===== config.mk =====
export PLATFORM = sky130hd
export DESIGN_NAME = mbc_control_sequencer
export DESIGN_NICKNAME = d
export VERILOG_FILES = /design/src/rtl/mbc_control_sequencer.sv
export SDC_FILE = /design/constraint.sdc
export NUM_CORES = 1
export LEC_CHECK = 0
export CAP_MARGIN = 20
export CORE_MARGIN = 5
export CORE_UTILIZATION = 47
export CTS_CLUSTER_DIAMETER = 50
export DETAILED_ROUTE_END_ITERATION = 10
export MAX_ROUTING_LAYER = met4
export PLACE_DENSITY = 0.82
export RECOVER_POWER = 100
export SLEW_MARGIN = 20
export SYNTH_ARGS = -nofsm -noshare
export SYNTH_HDL_FRONTEND = slang
export SYNTH_SLANG_ARGS = --single-unit
export TNS_END_PERCENT = 100

===== constraint.sdc =====
create_clock -name CLK -period 2.9 [get_ports CLK]
set_input_delay 0.725 -clock CLK [delete_from_list [all_inputs] [get_ports CLK]]
set_output_delay 0.725 -clock CLK [all_outputs]
set_load 0.005 [all_outputs]

===== src/rtl/mbc_control_sequencer.sv =====
// Instruction-cycle controller for the MBC datapath: owns the sequence counter,
// the one-hot T0..T7 timing and the fetch/decode/indirect/execute strobes.
module mbc_control_sequencer #(
    parameter int MEM_TIMEOUT = 16
) (
    input  logic       CLK,
    input  logic       RST_N,
    input  logic       RUN,
    input  logic [7:0] DECODED_SIGNAL,
    input  logic       I_BIT,
    input  logic       HLT_REQ,
    input  logic       MEM_ACK,
    output logic [7:0] T,
    output logic [2:0] SC,
    output logic       AR_LD,
    output logic       IR_LD,
    output logic       PC_INC,
    output logic       MEM_RD,
    output logic       MEM_WR,
    output logic       EXEC_EN,
    output logic       HALTED,
    output logic       ERROR,
    output logic [1:0] state_dbg
);

    localparam int TW = $clog2(MEM_TIMEOUT + 1);
    localparam logic [TW-1:0] TMO_LAST = TW'(MEM_TIMEOUT - 1);

    typedef enum logic [1:0] {
        S_IDLE    = 2'd0,
        S_RUNNING = 2'd1,
        S_HALTED  = 2'd2
    } state_t;

    state_t        state_q, state_d;
    logic [2:0]    sc_q, sc_d;
    logic [TW-1:0] tmo_q, tmo_d;
    logic          err_q, err_d;
    logic [7:0]    d_q;
    logic          i_q;

    logic d_onehot;
    logic step, end_instr, go_halt, go_err, expire, mem_req;

    // Handshake: MEM_RD/MEM_WR is a level held until the cycle in which MEM_ACK
    // is seen high; that cycle completes the transfer and SC advances on the
    // following edge. MEM_ACK with no request pending has no effect.
    assign d_onehot = (DECODED_SIGNAL != 8'd0) &&
                      ((DECODED_SIGNAL & (DECODED_SIGNAL - 8'd1)) == 8'd0);

    assign T         = (state_q == S_RUNNING) ? (8'd1 << sc_q) : 8'd0;
    assign SC        = sc_q;
    assign HALTED    = (state_q == S_HALTED);
    assign ERROR     = err_q;
    assign state_dbg = state_q;

    always_ff @(posedge CLK or negedge RST_N) begin
        if (!RST_N) begin
            state_q <= S_IDLE;
            sc_q    <= 3'd0;
            tmo_q   <= '0;
            err_q   <= 1'b0;
            d_q     <= 8'd0;
            i_q     <= 1'b0;
        end else begin
            state_q <= state_d;
            sc_q    <= sc_d;
            tmo_q   <= tmo_d;
            err_q   <= err_d;
            if (state_q == S_RUNNING && sc_q == 3'd2) begin
                d_q <= DECODED_SIGNAL;
                i_q <= I_BIT;
            end
        end
    end

    always_comb begin
        state_d   = state_q;
        sc_d      = sc_q;
        tmo_d     = '0;
        err_d     = err_q;
        AR_LD     = 1'b0;
        IR_LD     = 1'b0;
        PC_INC    = 1'b0;
        MEM_RD    = 1'b0;
        MEM_WR    = 1'b0;
        EXEC_EN   = 1'b0;
        step      = 1'b0;
        end_instr = 1'b0;
        go_halt   = 1'b0;
        go_err    = 1'b0;
        expire    = 1'b0;
        mem_req   = 1'b0;

        case (state_q)
            S_IDLE: begin
                if (RUN) begin
                    state_d = S_RUNNING;
                    sc_d    = 3'd0;
                end
            end
            S_RUNNING: begin
                case (sc_q)
                    3'd0: begin
                        AR_LD = 1'b1;
                        step  = 1'b1;
                    end
                    3'd1: begin
                        MEM_RD = 1'b1;
                        if (MEM_ACK) begin
                            IR_LD  = 1'b1;
                            PC_INC = 1'b1;
                            step   = 1'b1;
                        end
                    end
                    3'd2: begin
                        AR_LD  = 1'b1;
                        step   = 1'b1;
                        go_err = !d_onehot;
                    end
                    3'd3: begin
                        if (d_q[7]) begin
                            EXEC_EN   = 1'b1;
                            end_instr = 1'b1;
                            go_halt   = HLT_REQ;
                        end else if (i_q) begin
                            MEM_RD = 1'b1;
                            if (MEM_ACK) begin
                                AR_LD = 1'b1;
                                step  = 1'b1;
                            end
                        end else begin
                            step = 1'b1;
                        end
                    end
                    3'd4: begin
                        if (d_q[3] || d_q[5]) begin
                            MEM_WR = 1'b1;
                            if (MEM_ACK) begin
                                step      = d_q[5];
                                end_instr = d_q[3];
                            end
                        end else if (d_q[4]) begin
                            EXEC_EN   = 1'b1;
                            end_instr = 1'b1;
                        end else begin
                            MEM_RD = 1'b1;
                            step   = MEM_ACK;
                        end
                    end
                    3'd5: begin
                        EXEC_EN   = 1'b1;
                        step      = d_q[6];
                        end_instr = !d_q[6];
                    end
                    3'd6: begin
                        MEM_WR    = 1'b1;
                        end_instr = MEM_ACK;
                    end
                    default: go_err = 1'b1;
                endcase

                // Wait-cycle counter: only request cycles without an ack count.
                mem_req = MEM_RD | MEM_WR;
                if (mem_req && !MEM_ACK) begin
                    if (tmo_q == TMO_LAST) begin
                        expire = 1'b1;
                    end else begin
                        tmo_d = tmo_q + 1'b1;
                    end
                end

                if (go_err || expire) begin
                    state_d = S_HALTED;
                    sc_d    = 3'd0;
                    err_d   = 1'b1;
                end else if (go_halt) begin
                    state_d = S_HALTED;
                    sc_d    = 3'd0;
                end else if (end_instr) begin
                    sc_d    = 3'd0;
                    state_d = RUN ? S_RUNNING : S_IDLE;
                end else if (step) begin
                    sc_d = sc_q + 3'd1;
                end
            end
            S_HALTED: begin
                sc_d = 3'd0;
            end
            default: begin
                state_d = S_IDLE;
                sc_d    = 3'd0;
            end
        endcase
    end

endmodule

Word-level counts from Yosys, hierarchy flattened --
Index checks and enable logic that the tools add are counted.
Cells by class: add/sub/neg operators 3, eq/ne operators 12, shift operators 1, mux-type cells 58, bitwise gates (word level) 3, reductions and logical operators 17
Operator list (count):
- 2-to-1 mux 1 bit | 36
- 2-to-1 mux 3 bit | 5
- 2-to-1 mux 5 bit | 3
- == test 3 bit (second input constant) | 3
- AND 8 bit | 1
- logical NOT 8 bit | 1
- 2-to-1 mux 2 bit | 4
- 2-to-1 mux 8 bit | 1
- nonzero test 8 bit | 1
- << shifter 1 x 3 -> 8 bit (first input constant) | 1
- subtractor 8 x 1 -> 8 bit (second input constant) | 1
- == test 3 x 2 -> 1 bit (second input constant) | 2
- case mux 1 bit (2 select lines) | 3
- case mux 1 bit (3 select lines) | 2
- case mux 2 bit (3 select lines) | 1
- case mux 3 bit (2 select lines) | 1
- OR reduction 6 bit | 1
- adder 5 x 1 -> 5 bit (second input constant) | 1
- == test 5 x 4 -> 1 bit (second input constant) | 1
- != test 5 x 1 -> 1 bit (second input constant) | 1
- case mux 1 bit (5 select lines) | 1
- != test 4 x 1 -> 1 bit (second input constant) | 1
- case mux 1 bit (4 select lines) | 1
- AND reduction 2 bit | 2
- 14 further kinds | 19
Word-level totals: register bits 20, bits of input ports 14, output and inout port bits 21, logic and storage cells 100

Logic depth before layout (Yosys ltp) --
Gate-level depths: netlist (run 1).
depth after elaboration 11, mapped depth 9

Worst setup path after synthesis (run 1) --
No wires, ideal clock.
path type register -> output, from register sc_q[2] (netlist: SC[2]), to output MEM_RD, data arrival time 1573 ps, setup slack 602 ps, stages on the path, launching flop included 7, buffers on the path 1, cell sequence dfrtp_1 buf_6 bufinv_8 ha_1 and2b_2 a222oi_1 nor2_1
Between the ends: word-level cells in the longest chain between the ends 4, elaborated cells between the ends (all ways) 6, those cells by class eq/ne (3); mux (3)
Ends and longest elaborated chain:
- from (decl) | RTL line 36 | logic [2:0] sc_q, sc_d;
- from (signal assigned) | RTL line 60 | sc_q <= 3'd0;
- from (signal assigned) | RTL line 67 | sc_q <= sc_d;
- == test 3 bit (tied with other cells) | RTL line 103 | case (sc_q)
- case mux 1 bit (3 select lines) * | RTL line 103
- 2-to-1 mux 1 bit * (2 in series) | RTL line 95 | case (state_q)
- to (decl) | RTL line 18 | output logic MEM_RD,
Mark *: on every way between the ends. The rest lies on a longest branch, timed or not. The select of a mux whose other input is x is not followed.

Final worst setup path (run 1) --
from input MEM_ACK, to output PC_INC
Between the ends: word-level cells in the longest chain between the ends 3
Ends and longest elaborated chain:
- from (decl) | RTL line 12 | input logic MEM_ACK,
- 2-to-1 mux 1 bit | RTL line 110 | if (MEM_ACK) begin
- 2-to-1 mux 1 bit | RTL line 103
- 2-to-1 mux 1 bit | RTL line 95
- to (decl) | RTL line 17 | output logic PC_INC,
Every way passes these cells.

==> results of run 1 <==
==> metrics by stage <==
| stage | instance area (sq um) | power, mW | utilization (%) | hold WS (ns) | std cells |
|---|---|---|---|---|---|
| after CTS | 1669 | 1.289 | 67.37 | 0.4939 | 206 |
| after detailed placement | 1622 | 1.131 | 65.45 | 0.4618 | 199 |
| after global routing | 1667 | 1.370 | 67.27 | 0.5083 | 207 |
| after global placement | 1622 | 1.109 | 65.45 | 0.4643 | 199 |
| after floorplan | 1207 | 0.8036 | - | 0.4294 | 131 |
| final | 1667 | 1.271 | 67.27 | 0.4859 | 207 |
==> worst register-to-register path: cells and delay by family (launching register included) <==
kind	cells	cell delay, ns
simple gates	2	0.44
buf+inv	3	0.63
flops	1	0.35
compound gates	4	1.05
==> logic make-up after synthesis <==
group | count (synthesis) | synth area share (%)
multiplexers | 5 | 4.559
XOR/XNOR | 1 | 0.7255
AND/OR/NAND/NOR | 52 | 23.94
buffers and inverters | 13 | 6.218
flip-flops | 17 | 35.23
adder cells (fa/ha/maj) | 8 | 8.186
AO/OA/AOI/OAI | 35 | 21.14
==> worst paths after layout <==
path / from / to / slack [ns]
max: MEM_ACK / PC_INC / 0.09
min: ERROR / ERROR / 0.49
max reg2reg: SC[2] / SC[1] / 0.31
min reg2reg: ERROR / ERROR / 0.49
max in group asynchronous: RST_N / d_q[3] / 1.45
min in group asynchronous: RST_N / SC[2] / 0.95
==> area by class of cell <==
type                       instances  area (sq um)
fill                             210         810.8
multi-input combinational        101         709.4
sequential                        17         425.4
timing repair buffer              47         424.2
inverter                           8         43.79
tap                               30         37.54
clock buffer                       4         26.28
==> Yosys cell counts (all sizes together) (2+ instances only) <==
library cell / n
a21o: 2
buf: 3
and2: 3
nand2b: 3
nand3: 4
o22ai: 2
o21ai: 6
clkbuf: 2
nor2b: 3
a21oi: 8
nor3: 4
inv: 7
dfrtp: 17
o2111ai: 2
nor2: 12
mux2: 4
a2111oi: 2
a31oi: 2
and3: 5
ha: 7
nand2: 11
==> timing repair <==
action	in CTS	in global routing
buffers inserted	3	1
setup endpoints to repair	1	6
pin swaps	1	3
gates resized for setup	1	5
cloned	0	0
==> report_power, final <==
part,internal (mW),switching [mW]
clock,0.0538,0.0800
combinational,0.374,0.374
sequential,0.309,0.0798
==> layer usage <==
metal  wire, um  track usage, %  part of all wire (%)  vias to the layer above
met1       1360           25.36                    41                      570
met5          0               -                     0                        -
met2       1712           32.21                    52                       33
met3        155           3.830                   4.7                        7
li1           -               -                     -                      571
met4         69           8.669                   2.1                        0
==> state kept, by name (all words and copies together) (netlist names) <==
register,flops
SC,3
d_q,5
state_dbg,2
i_q,1
tmo_q,5
ERROR,1
==> flow_metrics.py, run 1 <==
metrics = {
    "critical_path": {
        "slowest_delay_ns": 0.55,
        "crit_path_start_kind": "input port",
        "slowest_stage": "clkdlybuf4s50_1",
        "crit_chain": "clkdlybuf4s50_1 > nand2_1 > nor3_2 > clkdlybuf4s50_1",
        "crit_path_frequent_cell": "clkdlybuf4s50_1",
        "path_max_fanout": 3,
        "path_depth": 4,
        "cp.required_ns": 2.17,
        "crit_buf_inv": 2,
        "critical_path_class": "in2out",
        "critPathTopFamily": "buffers and inverters",
        "rr_worst_depth": 9,
        "end_kind": "primary output",
        "cp.arrival_ns": 2.08,
    },
    "layout": {
        "final_layout_size_suffix_gt1_share_pct": 15.25,
        "syn2layout_area_growth_pct": 38.03,
        "antennaDiodeCount": 0,
        "final_cell_mix": "clkdlybuf4s50_1, dfrtp_1, nor2_1",
        "final_common_cell": "clkdlybuf4s50_1",
        "nets": 199,
    },
    "synth": {
        "synthArstFlopShare_pct": 100.0,
        "post-synth-top-area-cell": "dfrtp_1",
        "ys.warnings.count": 0,
        "synth-main-ff-cell": "dfrtp_1",
        "synth.yosys.seq_area_share_pct": 35.23,
        "yosys-top-cells-area": "dfrtp_1, ha_1, mux2_2",
        "synthesis.area_sq_um": 1207,
        "syn_nets": 152,
        "syn_area_per_cell_sq_um": 9.217,
        "synth-seq-cells": 17,
        "synth_cells": 131,
        "synth_cell_type_count": 51,
        "synth_edf_count": 0,
        "synth.top_cell.area_share_pct": 35.23,
    },
    "timing": {
        "finClkSkew_ns": 0.001680,
        "finalCritPeriodShare_pct": 96.80,
        "max_freq_ghz": 0.3562,
        "fin_setup_tns_ns": 0,
        "setup_violations": 0,
        "post-route-worst-setup-slack_ns": 0.09270,
        "rsz0062_at_grt": "false",
        "drv_slew": 0,
        "slew_headroom_pct": 45.56,
        "finalHoldViolCount": 0,
        "post-route-min-period_ns": 2.807,
        "worstMarginPinSlew_ns": 0.8140,
    },
    "placement": {
        "io_buffers": 34,
        "hpwl_mm": 2.556,
        "dp_worst_setup_slack_ns": 0.04191,
        "place.gp.congestion": 0.9025,
    },
    "cts": {
        "clock-sinks": 17,
        "htreeDepth": 1,
        "clkTransAtPathRegs_ns": 0.10,
        "clk_path_buf_depth": 2,
        "tritoncts": "yes",
        "numCtsBuffers": 3,
        "root_buffer": "clkbuf_4",
        "hold_buffers": 0,
        "insertion_delay_ns": 0.30,
    },
    "drt": {
        "drc": 0,
        "dr.pass1.iters": 4,
        "drt_iter0_markers": 55,
        "vias": 1181,
        "wl_mm": 3.297,
        "final_antenna_net_count": 0,
        "wl_per_cell_um": 15.93,
        "avgViaCountPerCell": 5.705,
    },
    "run": {
        "cap_violations": 0,
    },
    "global_route": {
        "grt_start_max_net_pins": 18,
        "grt_pass1_wl_mm": 5.347,
        "first_global_vias": 1150,
        "grt.overflow.total": 0,
        "antenna_found_initial": 0,
        "grt.total_usage_pct": 20.36,
    },
    "floorplan": {
        "core_sq_um": 2477,
        "die_area_sq_um": 3683,
        "die_h_um": 60.69,
        "die_w_um": 60.69,
        "start_util_pct": 48.74,
        "io-pin-count": 35,
        "core.rowCount": 18,
    },
    "power_and_ir_drop": {
        "p_leak_nw": 0.7309,
        "p_per_area_nw_per_um2": 762.4,
        "ir_drop_uv": 733.3,
    },
    "status": {
        "status": "complete, no violations",
    },
    "worst_hold_path": {
        "min_path_type": "reg2reg",
        "hold_depth": 1,
    },
}
Note: power is estimated with default switching activity, not from simulation.
==> run 2: changes to the inputs <==
==> constraint.sdc (replaced) <==
create_clock -name CLK -period 2.9 [get_ports CLK]
set_input_delay 0.29 -clock CLK [delete_from_list [all_inputs] [get_ports CLK]]
set_output_delay 0.29 -clock CLK [all_outputs]
set_load 0.005 [all_outputs]
==> run 2 against run 1 <==
  * Final area decreased by 4.8%
  * Via count is 4.1% lower
  * Clock power down 5%
  * Fmax grew 3.8%
  * Critical path type is now reg2out
  * Cell count is 5.3% lower
  * Largest cell class unchanged
  * Core utilization decreased by 3.2 points
  * Highest routed layer unchanged
==> flow_metrics.py, run 2 (synthesis results as in run 1) <==
metrics = {
    "cts": {
        "tritoncts": "yes",
        "numCtsBuffers": 3,
        "htreeDepth": 1,
        "clock-sinks": 17,
        "insertion_delay_ns": 0.29,
        "root_buffer": "clkbuf_4",
        "postCtsSetupBuffers": 0,
        "clkTransAtPathRegs_ns": 0.10,
        "hold_buffers": 0,
        "cts_resized": 0,
        "clk_path_buf_depth": 2,
    },
    "drt": {
        "wl_mm": 3.081,
        "vias": 1132,
        "wl_per_cell_um": 15.72,
        "drc": 0,
        "final_antenna_net_count": 0,
        "drt_iter0_markers": 44,
        "dr.pass1.iters": 4,
        "avgViaCountPerCell": 5.776,
    },
    "critical_path": {
        "cp.arrival_ns": 2.41,
        "slowest_delay_ns": 0.48,
        "crit_path_frequent_cell": "ha_1",
        "end_kind": "primary output",
        "critical_path_class": "reg2out",
        "critPathTopFamily": "adder cells",
        "cp.required_ns": 2.61,
        "slowest_stage": "dfrtp_1",
        "crit_path_start_kind": "register",
        "crit_buf_inv": 1,
        "crit_chain": "ha_1 > ha_1 > and2b_2 > a222oi_1 > nor2_1 > clkdlybuf4s50_1",
        "path_max_fanout": 8,
    },
    "global_route": {
        "grt_pass1_wl_mm": 4.754,
        "antenna_found_initial": 0,
        "grt_start_max_net_pins": 18,
        "grt.total_usage_pct": 17.75,
        "first_global_vias": 1090,
        "grt.overflow.total": 0,
    },
    "worst_hold_path": {
        "min_path_type": "reg2reg",
    },
    "placement": {
        "place.gp.congestion": 0.9396,
        "hpwl_mm": 2.370,
        "dp_worst_setup_slack_ns": 0.4173,
        "io_buffers": 34,
    },
    "floorplan": {
        "die_area_sq_um": 3683,
        "core_sq_um": 2477,
        "die_h_um": 60.69,
        "core.rowCount": 18,
        "start_util_pct": 48.74,
        "io-pin-count": 35,
        "die_w_um": 60.69,
    },
    "power_and_ir_drop": {
        "combinationalPowerShare_pct": 55.8,
        "clkPwrFrac_pct": 10.8,
        "p_leak_nw": 0.6844,
        "ir_drop_uv": 649.1,
        "power.internal_mw": 0.6797,
        "switching_power_mw": 0.4955,
        "p_sw_share_pct": 42.16,
        "sequentialPowerShare_pct": 33.3,
        "p_per_area_nw_per_um2": 740.8,
        "finalPower_mw": 1.175,
    },
    "timing": {
        "slew_headroom_pct": 44.46,
        "finClkSkew_ns": 0.001262,
        "max_freq_ghz": 0.3698,
        "setup_violations": 0,
        "hold_ws_ns": 0.4876,
        "rsz0062_at_grt": "false",
        "finalHoldViolCount": 0,
        "post-route-min-period_ns": 2.704,
        "finalCritPeriodShare_pct": 93.24,
        "fin_setup_tns_ns": 0,
        "post-route-worst-setup-slack_ns": 0.1961,
        "worstMarginPinSlew_ns": 0.8303,
        "drv_slew": 0,
    },
    "layout": {
        "final_cell_mix": "dfrtp_1, clkdlybuf4s50_1, dlygate4sd3_1",
        "multi_input_area_sq_um": 701.9,
        "nets": 188,
        "final_layout_size_suffix_gt1_share_pct": 10.24,
        "seqCellArea_sq_um": 425.4,
        "post-route-util_pct": 64.04,
        "syn2layout_area_growth_pct": 31.40,
        "antennaDiodeCount": 0,
        "fillers": 219,
    },
    "run": {
        "cap_violations": 0,
    },
    "status": {
        "status": "complete, no violations",
    },
}
-- run 2: cell types whose count changed in the layout (fill, tap and decap cells not counted) --
cell	previous run	this run
buf_4	9	1
and2_0	0	2
and2_1	2	0
dlymetal6s2s_1	1	0
clkdlybuf4s25_1	2	0
nor3_1	2	3
dlygate4sd2_1	1	0
dlygate4sd3_1	10	17
nor3_2	2	1
clkbuf_1	5	2
ha_1	6	7
ha_2	1	0
clkdlybuf4s50_1	20	17
-- run 2: routing by layer --
layer / share of wire [%] / vias up / track usage [%] / wire length [um]
li1: - / 551 / - / -
met1: 43 / 548 / 21.29 / 1335
met2: 51 / 27 / 28.85 / 1574
met3: 4.0 / 6 / 3.404 / 123
met4: 1.6 / 0 / 7.740 / 48
met5: 0 / - / - / 0
-- run 2: final timing paths --
check	from	endpoint	cells past startpoint	slack, ns
worst max-delay path	SC[0]	MEM_RD	6	0.20
worst min-delay path	ERROR	ERROR	1	0.49
worst max register to register	SC[0]	SC[2]	9	0.27
worst min register to register	ERROR	ERROR	1	0.49
max in group asynchronous	RST_N	tmo_q[1]	1	1.86
min in group asynchronous	RST_N	SC[2]	1	0.54
-- run 2: final cells by class --
| class | count | area share [%] |
|---|---|---|
| Tap cell | 30 | 2.366 |
| Sequential cell | 17 | 26.81 |
| Timing Repair Buffer | 36 | 22.16 |
| Multi-Input combinational cell | 101 | 44.24 |
| Clock buffer | 4 | 1.656 |
| Inverter | 8 | 2.760 |
-- run 2: stage by stage --
stage          instance area (sq um)  cells
3_5_place_dp                    1562    191
6_report                        1587    196
2_1_floorplan                   1207    131
4_1_cts                         1588    195
3_3_place_gp                    1562    191
5_1_grt                         1587    196
-- run 2: power by group through the flow --
stage / logic [mW] / clock network, mW / registers [mW]
after CTS: 0.674 / 0.133 / 0.392
after floorplan: 0.425 / 0 / 0.379
after global placement: 0.661 / 0 / 0.394
final: 0.656 / 0.127 / 0.391
after detailed placement: 0.670 / 0 / 0.397
after global routing: 0.719 / 0.146 / 0.406
